`src/rtl/mult_div_unit.sv`:
```
// Iterative 32x32 multiply / divide unit. Works on operand magnitudes for
// 32 radix-2 steps (shift-add or restoring shift-subtract), then applies
// the sign correction in FIX. Every operation takes the same fixed number of cycles.
module mult_div_unit (
  input  logic        clk,
  input  logic        rst,
  input  logic        start,
  input  logic [1:0]  opcode,
  input  logic [31:0] op1,
  input  logic [31:0] op2,
  output logic        busy,
  output logic        done,
  output logic [31:0] hi,
  output logic [31:0] lo,
  output logic        dzflag
);

  typedef enum logic [1:0] {StIdle, StCalc, StFix, StDone} state_e;

  state_e      state_q, state_d;
  logic [5:0]  cnt_q;
  logic        is_div_q, neg_res_q, neg_rem_q;
  logic [31:0] a_q;       // raw dividend, returned as remainder on divide by zero
  logic [31:0] m_q;       // |op2|: multiplicand for multiply, divisor for divide
  logic [31:0] acc_hi_q, acc_lo_q;
  logic [31:0] hi_q, lo_q;
  logic        dz_q;

  logic        accept;
  logic        sgn1, sgn2;
  logic [31:0] abs1, abs2;
  logic [32:0] mul_sum;
  logic [32:0] div_sh;
  logic [33:0] div_diff;
  logic        div_ok;
  logic [63:0] prod, prod_fix;
  logic [31:0] quo_fix, rem_fix;
  logic        div_zero;

  assign accept = start && ((state_q == StIdle) || (state_q == StDone));

  // Next-state logic for the control FSM.
  always_comb begin
    state_d = state_q;
    unique case (state_q)
      StIdle: if (accept) state_d = StCalc;
      StCalc: if (cnt_q == 6'd31) state_d = StFix;
      StFix:  state_d = StDone;
      StDone: state_d = accept ? StCalc : StIdle;
      default: state_d = StIdle;
    endcase
  end

  // Operand magnitudes and signs, and the per-step datapath.
  always_comb begin
    sgn1     = opcode[0] & op1[31];
    sgn2     = opcode[0] & op2[31];
    abs1     = sgn1 ? (~op1 + 32'd1) : op1;
    abs2     = sgn2 ? (~op2 + 32'd1) : op2;
    mul_sum  = {1'b0, acc_hi_q} + (acc_lo_q[0] ? {1'b0, m_q} : 33'd0);
    div_sh   = {acc_hi_q, acc_lo_q[31]};
    div_diff = {1'b0, div_sh} - {2'b00, m_q};
    div_ok   = ~div_diff[33];
  end

  // Sign correction applied in FIX.
  always_comb begin
    prod     = {acc_hi_q, acc_lo_q};
    prod_fix = neg_res_q ? (~prod + 64'd1) : prod;
    quo_fix  = neg_res_q ? (~acc_lo_q + 32'd1) : acc_lo_q;
    rem_fix  = neg_rem_q ? (~acc_hi_q + 32'd1) : acc_hi_q;
    div_zero = is_div_q && (m_q == 32'd0);
  end

  // State, iteration registers and result registers.
  always_ff @(posedge clk) begin
    if (rst) begin
      state_q   <= StIdle;
      cnt_q     <= 6'd0;
      is_div_q  <= 1'b0;
      neg_res_q <= 1'b0;
      neg_rem_q <= 1'b0;
      a_q       <= 32'd0;
      m_q       <= 32'd0;
      acc_hi_q  <= 32'd0;
      acc_lo_q  <= 32'd0;
      hi_q      <= 32'd0;
      lo_q      <= 32'd0;
      dz_q      <= 1'b0;
    end else begin
      state_q <= state_d;
      if (accept) begin
        cnt_q     <= 6'd0;
        is_div_q  <= opcode[1];
        neg_res_q <= sgn1 ^ sgn2;
        neg_rem_q <= sgn1;
        a_q       <= op1;
        m_q       <= abs2;
        acc_hi_q  <= 32'd0;
        acc_lo_q  <= abs1;
      end else if (state_q == StCalc) begin
        cnt_q <= cnt_q + 6'd1;
        if (is_div_q) begin
          acc_hi_q <= div_ok ? div_diff[31:0] : div_sh[31:0];
          acc_lo_q <= {acc_lo_q[30:0], div_ok};
        end else begin
          acc_hi_q <= mul_sum[32:1];
          acc_lo_q <= {mul_sum[0], acc_lo_q[31:1]};
        end
      end else if (state_q == StFix) begin
        cnt_q <= 6'd0;
        dz_q  <= div_zero;
        if (div_zero) begin
          hi_q <= a_q;
          lo_q <= 32'hFFFF_FFFF;
        end else if (is_div_q) begin
          hi_q <= rem_fix;
          lo_q <= quo_fix;
        end else begin
          hi_q <= prod_fix[63:32];
          lo_q <= prod_fix[31:0];
        end
      end
    end
  end

  assign busy   = (state_q == StCalc) || (state_q == StFix);
  assign done   = (state_q == StDone);
  assign hi     = hi_q;
  assign lo     = lo_q;
  assign dzflag = dz_q;

endmodule

```
`config.mk`:
```
export PLATFORM = sky130hd
export DESIGN_NAME = mult_div_unit
export DESIGN_NICKNAME = d
export VERILOG_FILES = /design/src/rtl/mult_div_unit.sv
export SDC_FILE = /design/constraint.sdc
export NUM_CORES = 1
export LEC_CHECK = 0
export ABC_AREA = 1
export CORE_MARGIN = 2
export CORE_UTILIZATION = 40
export DETAILED_ROUTE_END_ITERATION = 16
export HOLD_SLACK_MARGIN = 0.1
export MAX_ROUTING_LAYER = met4
export PLACE_DENSITY = 0.65
export SKIP_LAST_GASP = 1
export SLEW_MARGIN = 5
export SYNTH_ARGS = -nofsm -noshare
export SYNTH_HDL_FRONTEND = slang
export SYNTH_SLANG_ARGS = --single-unit
```
`constraint.sdc`:
```
create_clock -name clk -period 3.4 [get_ports clk]
set_input_delay 0.34 -clock clk [delete_from_list [all_inputs] [get_ports clk]]
set_output_delay 0.34 -clock clk [all_outputs]
set_load 0.01 [all_outputs]
```
==> results by group <==
Routing
  • Final ANT Viol Nets: 0
  • Vias/cell: 5.47
  • Vias post-DR: roughly 21000
  • WL final: a little over 80000 µm
  • DR WL/cell: between 20 and 25 µm
  • 1st-iter DRT viols: about 2700
  • DRC: 0
  • Drt pass-1 iters: 6

Clocking
  • Clk slew on worst S/H paths: roughly 60 ps
  • Hold buffers post-CTS: 0
  • Clk root buf: clkbuf_16
  • Num CTS Buffers: 26
  • CTS tree: done
  • Post-cts resize count: 0
  • Postcts setup bufs: 0
  • CTS Buffer Depth: 3
  • Worst skew pair latency: 590 ps
  • # clock sinks: about 200
  • Clock H-tree levels: 1

Power
  • Clock power frac: 0.158
  • Peak VDD IR: 0.748 mV
  • Reg power frac: 0.212
  • Sw Share: 0.549
  • PwrDens: 884 mW/mm²
  • Comb power frac: 0.629
  • P_int: approximately 8.4 mW
  • Sw power: 10.2 mW
  • Leak: between 10 and 15 nW

Critical path
  • CP Launch Type: flop
  • Crit path cell chain: inv_1, ha_1, nand2_2, nor2_4, nand2_1, nor2_1, nand2_4, a21oi_4, buf_4, nand3_1, nand3_1, nand2_1, inv_1
  • Setup crit end kind: flop
  • WP data required: a little under 4000 ps
  • Crit path max fanout: 15
  • Crit path max-delay cell type: a21oi_4
  • Crit path DAT: 3490 ps
  • Critical path class: reg2reg
  • Critical path's largest stage delay: roughly 470 ps

Min path
  • Worst min-delay path category: in2reg

Global route
  • First-pass GRT wire length: 121000 µm
  • Aggregate global routing overflow: 0
  • Overall Global Routing Usage: 0.355
  • Largest net degree at the start of global routing: 56
  • Initial antenna violation count: 1
  • Vias in the first global route: ~19000

Finish
  • Most frequent cells in the layout: 924 x nand2_1, 503 x inv_1, 333 x nor2_1, 246 x nand3_1, 211 x a21oi_1
  • P&R area growth vs syn: 17.5%
  • Final net count: 3419
  • Commonest non-fill, non-tap cell in the layout: nand2_1
  • FILL cells: slightly below 5000
  • Share of cells above drive strength 1: 0.0540
  • Non-filler instance count after layout: a little under 4000

Synth
  • Cell variety after synth: between 50 and 60
  • Top FF cell, synth: dfxtp_1
  • Synth warn: 0
  • Net Count, Synth: 3289
  • Syn Area/Cell: about 5.7 µm²
  • Async SR Flop Fraction: 0
  • Sequential fraction of the synthesis area: 0.229
  • Synth Instances: 3145
  • Mapped cell area: between 0.015 and 0.02 mm²
  • Post-synth EDFFs: 0
  • FF+latch count, synth: a little over 200

STA
  • Final hold slack: roughly 240 ps
  • Final period util: 0.871
  • Fin. max-slew vios: 0
  • Setup_tns: 0 ps
  • Fmax: approximately 0.34 GHz
  • Minimum clock period: 2960 ps
  • Final Skew: approximately 24 ps
  • Slew margin rel.: 0.357
  • Slew @ Worst Pin: approximately 960 ps
  • Fin. Hold Viols: 0
  • Final setup vio count: 0
  • RSZ-0062 raised after global routing: false

Flow run
  • Max-Cap Viols: 0

Floorplanning
  • Cell Rows: 77
  • Core Region: around 0.044 mm²
  • Starting density of the core: 0.404
  • Die ar.: ~0.046 mm²
  • Die height: ~220 µm
  • Die width: between 200 and 250 µm
  • IO Pins: 136

Placed design
  • Gp weighted congestion: around 1.1
  • DPL Wire Length: 66400 µm
  • Dpl cells: 3839
  • PortBufs: between 100 and 150

Run status
  • Status: finished, final reports clean
-- metal layers --
layer | wire length, µm | global-route usage | share of wire | vias up
met1 | 38400 | 0.521 | 0.47 | 9662
met2 | 31300 | 0.469 | 0.38 | 1121
met5 | 0 | - | 0 | -
met3 | 10800 | 0.109 | 0.13 | 109
li1 | - | - | - | 10400
met4 | 1890 | 0.0717 | 0.023 | 0
-- worst max-delay path, delay by kind of cell, from the launching register on --
kind / cells / cell delay (ps)
AO/OA/AOI/OAI: 1 / 470
adder cells (fa/ha/maj): 1 / 420
buffers and inverters: 3 / 510
flip-flops: 1 / 440
AND/OR/NAND/NOR: 8 / 1050
-- synth_stat cells (10+ instances only) --
library cell	n	area share
nor2_1	335	0.071
a31oi_1	28	0.0098
a21oi_1	211	0.059
nand4_1	66	0.023
nor2_2	13	0.0046
xor2_1	35	0.017
dfxtp_1	204	0.23
or2_2	10	0.0035
ha_1	73	0.051
o21ai_0	177	0.050
nand2_2	12	0.0042
nor3_1	35	0.0098
clkbuf_1	69	0.015
nand3_1	246	0.069
o211ai_1	28	0.012
a311oi_1	10	0.0049
inv_1	506	0.11
nand3b_1	13	0.0055
buf_2	23	0.0065
nand2_1	924	0.19
o22ai_1	19	0.0067
-- sequential cells by signal, indices dropped and copies added, names as in the netlist --
signal and flops:
hi 32, m_q 32, is_div_q 1, lo 32, state_q 2, acc_lo_q 32
neg_res_q 1, cnt_q 6, a_q 32, dzflag 1, acc_hi_q 32, neg_rem_q 1
-- kinds of logic after synthesis --
kind of cell	after synthesis	synth area share
AND/OR/NAND/NOR	1689	0.402
buffers and inverters	620	0.134
AO/OA/AOI/OAI	517	0.162
flip-flops	204	0.229
adder cells (fa/ha/maj)	75	0.0535
XOR/XNOR	40	0.0197
-- per-stage QoR --
stage          cell area [µm²]  total power, mW  utilization  worst slack, ps
4_1_cts                  20900             18.1        0.474              516
6_report                 20900             18.5        0.475              439
5_1_grt                  20900             19.6        0.474              237
3_3_place_gp             20000             15.3        0.454              470
2_1_floorplan            17800             10.9            -             1040
3_5_place_dp             20000             15.1        0.454              522
-- area by class of cell --
class | instances | area, µm² | share of cell area
antenna | 1 | 2.50 | 0.000120
clock buffer | 36 | 748 | 0.0357
clock inverter | 12 | 150 | 0.00717
inverter | 516 | 1940 | 0.0925
multi-input combinational | 2321 | 11400 | 0.542
sequential | 204 | 4090 | 0.195
tap | 592 | 741 | 0.0354
timing repair buffer | 206 | 1920 | 0.0915
-- power by group through the flow --
stage | sequential (mW) | combinational, mW | clock [mW]
floorplan | 3.66 | 7.21 | 0
global placement | 3.92 | 11.3 | 0
detailed placement | 3.91 | 11.2 | 0
CTS | 3.87 | 11.2 | 2.95
global route | 3.98 | 12.6 | 3.03
finish | 3.93 | 11.7 | 2.93
-- path summary, 6_finish.rpt --
path / startpoint / end / cells after the start / slack (ps)
max: m_q[23] / acc_hi_q[2] / 13 / 440
min: rst / state_q[0] / 2 / 240
max reg2reg: m_q[23] / acc_hi_q[2] / 13 / 440
min reg2reg: a_q[8] / a_q[8] / 2 / 470
No activity file was read; power rests on OpenSTA's default activity.
